File: src/rtl/imm_extend_pipe.sv
// Immediate extender with optional prefix: one registered stage, result one cycle after accept.
// Valid/ready handshake; In_Ready drops while an unconsumed result is held.
module imm_extend_pipe #(
    parameter int INSTR_W = 38,
    parameter int DATA_W  = 24,
    parameter int IMM0_W  = 10,
    parameter int IMM1_W  = 16,
    parameter int IMM2_W  = 2,
    parameter int PFX_W   = 16
) (
    input  logic               clk,
    input  logic               rst,
    input  logic               In_Valid,
    output logic               In_Ready,
    input  logic [INSTR_W-1:0] In,
    input  logic [2:0]         ImmSrc,
    input  logic               Flush,
    output logic               Out_Valid,
    input  logic               Out_Ready,
    output logic [DATA_W-1:0]  Imm_Ext,
    output logic               Imm_Err,
    output logic               Pfx_Pending
);

    typedef enum logic {IDLE, PFX} state_t;

    // Fields at least DATA_W wide get an all-ones mask, i.e. plain truncation.
    localparam logic [DATA_W-1:0] MASK0 =
        (IMM0_W >= DATA_W) ? '1 : DATA_W'((64'd1 << IMM0_W) - 64'd1);
    localparam logic [DATA_W-1:0] MASK1 =
        (IMM1_W >= DATA_W) ? '1 : DATA_W'((64'd1 << IMM1_W) - 64'd1);
    localparam logic [DATA_W-1:0] MASK2 =
        (IMM2_W >= DATA_W) ? '1 : DATA_W'((64'd1 << IMM2_W) - 64'd1);

    state_t             state_q, state_d;
    logic [PFX_W-1:0]   pfx_q, pfx_d;
    logic               out_vld_q, out_vld_d;
    logic [DATA_W-1:0]  imm_q, imm_d;
    logic               err_q, err_d;

    logic               accept;
    logic [DATA_W-1:0]  in_lo;
    logic [DATA_W-1:0]  fmt_imm;
    logic               unused_in;

    assign unused_in = ^In;
    assign in_lo     = DATA_W'(In);

    assign In_Ready    = !out_vld_q || Out_Ready;
    assign accept      = In_Valid && In_Ready && !Flush;
    assign Out_Valid   = out_vld_q;
    assign Imm_Ext     = imm_q;
    assign Imm_Err     = err_q;
    assign Pfx_Pending = (state_q == PFX);

    always_comb begin
        fmt_imm = '0;
        case (ImmSrc)
            3'b000: fmt_imm = In[IMM0_W-1] ? (in_lo | ~MASK0) : (in_lo & MASK0);
            3'b001: fmt_imm = In[IMM1_W-1] ? (in_lo | ~MASK1) : (in_lo & MASK1);
            3'b010: fmt_imm = In[IMM2_W-1] ? (in_lo | ~MASK2) : (in_lo & MASK2);
            3'b011: fmt_imm = in_lo & MASK1;
            default: fmt_imm = '0;
        endcase
    end

    always_comb begin
        state_d   = state_q;
        pfx_d     = pfx_q;
        out_vld_d = out_vld_q && !Out_Ready;
        imm_d     = imm_q;
        err_d     = err_q;
        if (Flush) begin
            // Flush wins over a same-cycle accept; the result data is left as is.
            out_vld_d = 1'b0;
            state_d   = IDLE;
            pfx_d     = '0;
        end else if (accept) begin
            case (ImmSrc)
                3'b100: begin
                    pfx_d   = In[PFX_W-1:0];
                    state_d = PFX;
                end
                3'b000, 3'b001, 3'b010, 3'b011: begin
                    out_vld_d = 1'b1;
                    err_d     = 1'b0;
                    imm_d     = (state_q == PFX) ? {pfx_q, In[DATA_W-PFX_W-1:0]} : fmt_imm;
                    state_d   = IDLE;
                end
                default: begin
                    out_vld_d = 1'b1;
                    err_d     = 1'b1;
                    imm_d     = '0;
                    state_d   = IDLE;
                    pfx_d     = '0;
                end
            endcase
        end
    end

    always_ff @(posedge clk or posedge rst) begin
        if (rst) begin
            state_q   <= IDLE;
            pfx_q     <= '0;
            out_vld_q <= 1'b0;
            imm_q     <= '0;
            err_q     <= 1'b0;
        end else begin
            state_q   <= state_d;
            pfx_q     <= pfx_d;
            out_vld_q <= out_vld_d;
            imm_q     <= imm_d;
            err_q     <= err_d;
        end
    end

endmodule

File: config.mk
export PLATFORM = sky130hd
export DESIGN_NAME = imm_extend_pipe
export DESIGN_NICKNAME = d
export VERILOG_FILES = /design/src/rtl/imm_extend_pipe.sv
export SDC_FILE = /design/constraint.sdc
export NUM_CORES = 1
export LEC_CHECK = 0
export BUFFER_PORTS_ARGS = -buffer_cell sky130_fd_sc_hd__buf_2
export CORE_MARGIN = 5
export CORE_UTILIZATION = 43
export DETAILED_ROUTE_END_ITERATION = 6
export PLACE_DENSITY_LB_ADDON = 0.15
export SYNTH_ARGS = -nofsm -noshare
export SYNTH_HDL_FRONTEND = slang
export SYNTH_SLANG_ARGS = --single-unit
File: constraint.sdc
create_clock -name clk -period 2 [get_ports clk]
set_input_delay 0.1 -clock clk [delete_from_list [all_inputs] [get_ports clk]]
set_output_delay 0.1 -clock clk [all_outputs]
set_load 0.005 [all_outputs]
==> results of run 1 <==
==> cell usage in the layout (no fill, tap or decap), types with 2 or more instances in the layout <==
master / Yosys / routed
buf_2: 3 / 51
dfrtp_1: 43 / 43
a22o_1: 24 / 24
nand2_1: 15 / 15
a21oi_1: 14 / 14
nand2b_1: 11 / 11
nor2_1: 10 / 10
o31ai_1: 8 / 8
buf_4: 4 / 8
o21ai_1: 7 / 7
clkbuf_8: 0 / 6
inv_1: 3 / 3
a31oi_1: 2 / 2
nand4bb_1: 2 / 2
a211oi_1: 2 / 2
==> cells in the mapped netlist, drive strengths merged, types with 2 or more instances <==
cell,n,share of area
a211oi,2,0.0078
a21oi,14,0.037
a22o,25,0.12
a31oi,2,0.0065
buf,10,0.037
clkbuf,3,0.0059
dfrtp,43,0.56
inv,3,0.0059
nand2,15,0.029
nand2b,11,0.036
nand4bb,2,0.012
nor2,10,0.020
o21ai,8,0.021
o31ai,9,0.042
==> power breakdown <==
group / total [mW] / switching (mW) / internal, mW
clock network: 0.689 / 0.285 / 0.404
registers: 0.969 / 0.0333 / 0.936
logic: 0.282 / 0.151 / 0.131
total: 1.94 / 0.469 / 1.47
==> cell families after synthesis <==
logic type | after synthesis
AOI/OAI and AO/OA | 61
buffers and inverters | 16
DFF | 43
muxes | 1
and+or+nand+nor | 46
==> stage by stage <==
step | setup slack (ns) | power [mW]
after global routing | 0.364 | 2.04
final | 0.490 | 1.94
after floorplan | 0.550 | 1.14
after detailed placement | 0.490 | 1.27
after CTS | 0.469 | 1.97
after global placement | 0.532 | 1.27
==> final timing paths <==
kind / start / to / slack, ns
max: Out_Valid / Imm_Ext[19] / 0.49
min reg2reg: Imm_Ext[5] / Imm_Ext[5] / 0.49
min: Flush / Pfx_Pending / 0.02
max in group asynchronous: rst / pfx_q[6] / 1.14
max reg2reg: Out_Valid / Imm_Ext[19] / 0.49
min in group asynchronous: rst / Imm_Ext[19] / 0.48
==> layer usage <==
metal / routed length (µm) / vias up
met4: 23 / 0
met3: 191 / 5
met2: 2210 / 42
met1: 2020 / 727
met5: 0 / -
li1: - / 709
==> worst max-delay path, cell delays in order, from the launching register on <==
cell,delay [ns]
dfrtp_1,0.38
nand2b_1,0.25
nand4bb_1,0.17
o21ba_1,0.47
a22o_1,0.19
==> layout make-up <==
| cell class | instances | share of cell area |
|---|---|---|
| multi-input combinational | 108 | 0.319 |
| inverter | 3 | 0.00481 |
| clock buffer | 6 | 0.0352 |
| timing repair buffer | 60 | 0.139 |
| clock inverter | 2 | 0.0149 |
| tap | 52 | 0.0278 |
| sequential | 43 | 0.459 |
==> state kept, by name, indices dropped and copies added, names as in the netlist <==
register	cells
Imm_Ext	24
pfx_q	16
Imm_Err	1
Out_Valid	1
Pfx_Pending	1
==> flow_summary.ini, run 1 <==
[clock_tree]
clk_latency_ns = 0.29
htreeDepth = 2
cts_resized = 0
cts_tree = yes
cts_setup_buffers = 0
cts_buffer_depth = 2
cts_root_buf = clkbuf_8
postCtsHoldBufs = 1
cts.sinks = 43
clk_pin_slew_ns = 0.08
cts_buffers = 5

[routing]
wl_um = 4450
drt.antenna.violating_nets = 0
vias_per_cell = 5.41
dr.first_iter.drc_count = 119
drc = 0
num_vias = 1483
firstDrtPassIters = 4
routedWlPerCell_um = 16.2

[place]
place_area_mm2 = 0.00222
dp_hpwl_um = 3230
dp_cells = 265
io_buffer_count = 51
gp_congestion = 0.786

[sta]
skew_ns = 0.00685
fmax_ghz = 0.662
fin_crit_sh = 0.755
tns_ns = 0
finalCriticalPeriod_ns = 1.51
hold_slack_ns = 0.0156
finalHoldViolCount = 0
worst_pin_slew_ns = 0.541
slew_headroom = 0.640
setup_viol = 0
rsz0062_at_grt = false
slew_viol_final = 0

[die]
core_area_mm2 = 0.00435
rows = 24
dieArea_mm2 = 0.00590
ios = 74
die_w_um = 76.8
start_util = 0.441
die_y_um = 76.8

[grt]
busiest_layer = met2
antenna_found_initial = 0
use_met1 = 0.203
overflow = 0
grt_usage = 0.155
use_met3 = 0.0445
grt_pass1_vias = 1461
grt_pass1_wl_um = 7520
met2_usage = 0.256
grt_max_degree = 44

[setup_path]
cp_max_fo = 8
critical_path_class = reg -> reg
setup.worst_path.start_class = register
rr_worst_depth = 4
worstPathArrival_ns = 1.74
required_ns = 2.23
endpoint_kind = register

[final_layout]
nets = 267
drive_above_1_share = 0.329
nFillCells = 391
area_growth_pct = 22.2
n_antenna_cell = 0
fin_cells = 274
multiInputGateArea_um2 = 748
final-seq-area_mm2 = 0.00108
final_area_mm2 = 0.00234
final_util = 0.538

[synthesis]
synthAdderAreaFrac = 0
synth-xor-area-share = 0
syn_nets = 213
seq_area_frac_synth = 0.561
ys_ff_latch = 43
netlist_area_mm2 = 0.00192
synth.area.mux_share = 0.00522
avgSynthCellArea_um2 = 11.5
synth_top_family_by_area = compound AO/OA/AOI/OAI gates
async_flop_share = 1.00
synth_warnings = 0
synth-edff-count = 0
synth_cell_types = 30
synth-main-ff-cell = dfrtp_1
synth-compound-area-share = 0.238
synthSimpleGateAreaFrac = 0.147
synthCells = 167

[min_path]
hold_depth = 2
min_path_type = in -> reg

[run]
maxCapViolCount = 0

[power]
power_leakage_nw = 1.20
cellPowerDensity_mw_per_mm2 = 828
peakVddDrop_mv = 0.339

[run_status]
outcome = finished clean
Note: power is estimated with default switching activity, not from simulation.
==> inputs of run 2 (changes only) <==
==> constraint.sdc (replaced) <==
create_clock -name clk -period 1.6 [get_ports clk]
set_input_delay 0.08 -clock clk [delete_from_list [all_inputs] [get_ports clk]]
set_output_delay 0.08 -clock clk [all_outputs]
set_load 0.005 [all_outputs]
==> flow_summary.ini, run 2 (synthesized netlist as in run 1, its figures left out) <==
[final_layout]
final_cell_mix = 51 x buf_2, 43 x dfrtp_1, 24 x a22o_1
final_area_mm2 = 0.00234
area_growth_pct = 22.2
drive_above_1_share = 0.335
n_antenna_cell = 0
nets = 269
final_common_cell = buf_2
largest_reg_flops = 24
nFillCells = 395

[setup_path]
required_ns = 1.84
critical_path_class = reg -> reg
r2r_setup_slack_ns = 0.20
cp_max_fo = 16
cp-startpoint = Out_Valid
crit_slowest_cell = dfrtp_1
r2r_start = Out_Valid
slowest_delay_ns = 0.39
rr_worst_depth = 5
endpoint_kind = register
crit_path_cell_trace = nand2b_2 > nand3b_4 > nor4b_4 > buf_4 > a22o_1
setup.worst_path.start_class = register
crit_end = pfx_q[1]
r2r_end = pfx_q[1]
worstPathArrival_ns = 1.63

[place]
dp_hpwl_um = 3230
dpl_worst_slack_ns = 0.103
place_area_mm2 = 0.00224
gp_congestion = 0.786
io_buffer_count = 51

[sta]
slew_headroom = 0.640
setup_viol = 0
slew_viol_final = 0
fmax_ghz = 0.717
skew_ns = 0.00293
finalCriticalPeriod_ns = 1.40
finalHoldViolCount = 0
worst_pin_slew_ns = 0.540
rsz0062_at_grt = false
fin_crit_sh = 0.872
tns_ns = 0
worst_slack_ns = 0.205

[grt]
grt_pass1_vias = 1526
grt_usage = 0.160
overflow = 0
grt_pass1_wl_um = 7520
grt_max_degree = 44
antenna_found_initial = 0

[die]
die_y_um = 76.8
dieArea_mm2 = 0.00590
die_w_um = 76.8
rows = 24
start_util = 0.441
core_area_mm2 = 0.00435
ios = 74

[routing]
routedWlPerCell_um = 16.3
drt.antenna.violating_nets = 0
dr.first_iter.drc_count = 94
drc = 0
firstDrtPassIters = 4
wl_um = 4510
num_vias = 1472
vias_per_cell = 5.33

[clock_tree]
cts_tree = yes
cts_buffer_depth = 2
clk_latency_ns = 0.30
cts_buffers = 5
cts_setup_buffers = 0
cts.sinks = 43
htreeDepth = 2
clk_pin_slew_ns = 0.08
cts_root_buf = clkbuf_8

[min_path]
min_path_type = in -> reg

[power]
cellPowerDensity_mw_per_mm2 = 959
peakVddDrop_mv = 0.565
power_leakage_nw = 1.19

[run_status]
outcome = finished clean

[run]
maxCapViolCount = 0
-- run 2: cell count changes in the layout (fill, tap and decap cells not counted), sizes merged --
cell	change
dlygate4sd3	+1
bufinv	-1
buf	+1
clkinvlp	+1
-- run 2: worst min-delay path by stage --
stage | startpoint | to | cells after the start
2_1_floorplan | Flush | Pfx_Pending | 1
3_3_place_gp | rst | Imm_Ext[19] | 3
3_5_place_dp | rst | Imm_Ext[23] | 3
4_1_cts | In[7] | pfx_q[7] | 2
5_1_grt | In[7] | pfx_q[7] | 2
6_report | In[7] | pfx_q[7] | 2
-- run 2: layout make-up --
type | instances | area, µm² | share of cell area
clock buffer | 6 | 72.6 | 0.0310
inverter | 3 | 11.3 | 0.00481
timing repair buffer | 62 | 355 | 0.152
tap | 52 | 65.1 | 0.0278
clock inverter | 2 | 12.5 | 0.00534
sequential | 43 | 1080 | 0.459
multi-input combinational | 108 | 751 | 0.320
-- run 2: worst max-delay path, delay by kind of cell, from the launching register on --
kind            cells  cell delay (ns)
simple gates        3             0.53
buf+inv             1             0.26
flops               1             0.39
compound gates      1             0.16
-- run 2: where the power goes --
part	internal (mW)	switching [mW]	leakage, nW	total [mW]
registers	1.17	0.0413	0.581	1.21
logic	0.171	0.190	0.566	0.361
clock network	0.305	0.370	0.0412	0.675
total	1.65	0.601	1.19	2.25
-- run 2: metal layers --
layer | part of all wire | global-route usage | wire (µm)
met1 | 0.44 | 0.203 | 2000
met4 | 0.013 | 0.0559 | 58
met5 | 0 | 0 | 0
met2 | 0.48 | 0.254 | 2180
met3 | 0.060 | 0.0550 | 271
-- run 2: repair_timing --
action                                  in CTS  in global routing
resized for setup                            0                  2
endpoints found under the hold margin       44                  0
endpoints found under the setup margin       0                  8
hold buffers                                 2                  0
-- run 2: through the flow --
stage | power, mW | cells | hold WS [ns] | util
global placement | 1.59 | 266 | 0.240 | 0.514
finish | 2.25 | 276 | 0.0111 | 0.538
CTS | 2.28 | 276 | 0.00000425 | 0.538
detailed placement | 1.60 | 266 | 0.256 | 0.514
floorplan | 1.42 | 167 | 0.146 | -
global route | 2.38 | 276 | 0.00766 | 0.538
==> inputs of run 3 (changes only) <==
==> constraint.sdc (replaced) <==
create_clock -name clk -period 1.19 [get_ports clk]
set_input_delay 0.0595 -clock clk [delete_from_list [all_inputs] [get_ports clk]]
set_output_delay 0.0595 -clock clk [all_outputs]
set_load 0.005 [all_outputs]
==> flow_summary.ini, run 3 (synthesized netlist as in run 1, its figures left out) <==
[power]
peakVddDrop_mv = 0.770
cellPowerDensity_mw_per_mm2 = 1320
power_leakage_nw = 1.36

[sta]
slew_headroom = 0.776
rsz0062_at_grt = true
slew_viol_final = 0
worst_pin_slew_ns = 0.336
fmax_ghz = 0.735
finalCriticalPeriod_ns = 1.36
setup_viol = 43
finalHoldViolCount = 0
skew_ns = 0.00805
hold_slack_ns = 0.00595
fin_crit_sh = 1.14
worst_slack_ns = -0.171

[run]
maxCapViolCount = 0

[final_layout]
area_growth_pct = 41.2
final_common_cell = buf_2
nets = 292
drive_above_1_share = 0.445
final_cell_mix = 50 x buf_2, 43 x dfrtp_1, 24 x a22o_1
fin_cells = 299
final_util = 0.622
largest_reg_flops = 24
n_antenna_cell = 0

[setup_path]
r2r_setup_slack_ns = -0.17
rr_worst_depth = 6
crit_path_cell_trace = nand2b_4 > buf_6 > nand3b_4 > nor4b_4 > buf_4 > a22o_1
required_ns = 1.42
setup.worst_path.start_class = register
crit_slowest_cell = dfrtp_1
worst-path-buf-inv = 2
cp_max_fo = 8
worstPathArrival_ns = 1.59
r2r_start = Out_Valid
critical_path_class = reg -> reg
slowest_delay_ns = 0.41
r2r_end = pfx_q[4]
endpoint_kind = register
crit_family = simple AND/OR/NAND/NOR gates

[grt]
grt_max_degree = 44
antenna_found_initial = 0
grt_pass1_wl_um = 7730
grt_usage = 0.162
overflow = 0
grt_pass1_vias = 1634

[die]
die_y_um = 76.8
core_area_mm2 = 0.00435
ios = 74
dieArea_mm2 = 0.00590
die_w_um = 76.8
start_util = 0.441
rows = 24

[place]
gp_congestion = 0.799
io_buffer_count = 51
dp_cells = 277
dp_hpwl_um = 3440

[routing]
firstDrtPassIters = 5
drc = 0
dr.first_iter.drc_count = 86
drt.antenna.violating_nets = 0
wl_um = 5120
num_vias = 1614
vias_per_cell = 5.40
routedWlPerCell_um = 17.1

[clock_tree]
htreeDepth = 2
clk_latency_ns = 0.29
cts.sinks = 43
cts_buffers = 5
cts_root_buf = clkbuf_8
cts_tree = yes
clk_pin_slew_ns = 0.08
cts_buffer_depth = 2

[min_path]
min_path_type = in -> reg
holdPathEnd = pfx_q[14]
hold_depth = 2
hold_start = In[14]

[run_status]
violations = negative setup slack
outcome = complete, but fails checks
-- run 3: where the power goes --
| part | internal, mW | switching, mW |
|---|---|---|
| registers | 1.57 | 0.0641 |
| logic | 0.315 | 0.299 |
| clock network | 0.839 | 0.493 |
-- run 3: how the worst max path moves through the flow --
| stage | startpoint | endpoint | depth (start not counted) |
|---|---|---|---|
| 2_1_floorplan | Out_Valid | pfx_q[10] | 6 |
| 3_3_place_gp | Out_Valid | pfx_q[0] | 6 |
| 3_5_place_dp | Out_Valid | pfx_q[4] | 6 |
| 4_1_cts | Out_Valid | pfx_q[4] | 6 |
| 5_1_grt | Out_Valid | pfx_q[4] | 6 |
| 6_report | Out_Valid | pfx_q[4] | 6 |
-- run 3: area by class of cell --
cell class | count | area, µm²
fill | 340 | 1650
sequential | 43 | 1080
multi-input combinational | 108 | 833
timing repair buffer | 85 | 591
clock buffer | 6 | 72.6
tap | 52 | 65.1
clock inverter | 2 | 60.1
inverter | 3 | 11.3
-- run 3: timing repair --
action,4_1_cts,5_1_grt
gates resized for setup,8,26
setup endpoints to repair,41,43
pin swaps,11,10
cloned,0,1
endpoints found under the hold margin,48,0
hold buffers,6,0
buffers inserted,2,5
-- run 3: per-stage QoR --
step	power [mW]	cell area [µm²]	worst slack (ns)	setup TNS [ns]
5_1_grt	3.74	2710	-0.262	-6.49
4_1_cts	3.53	2550	-0.194	-5.59
3_3_place_gp	2.16	2320	-0.150	-3.61
3_5_place_dp	2.17	2320	-0.214	-5.06
6_report	3.58	2710	-0.171	-3.69
2_1_floorplan	1.92	1940	-0.251	-4.60
-- run 3: layer usage --
metal | vias to the layer above | global-route usage | routed length (µm)
met3 | 8 | 0.0281 | 262
met1 | 794 | 0.209 | 2270
met2 | 53 | 0.273 | 2530
met4 | 0 | 0.0542 | 63
li1 | 759 | - | -
met5 | - | 0 | 0
-- run 3: worst reg2reg max path, delay by kind of cell (launching register included) --
family,cells,cell delay (ns)
buffers and inverters,2,0.31
AOI/OAI and AO/OA,1,0.14
DFF,1,0.41
and+or+nand+nor,3,0.43
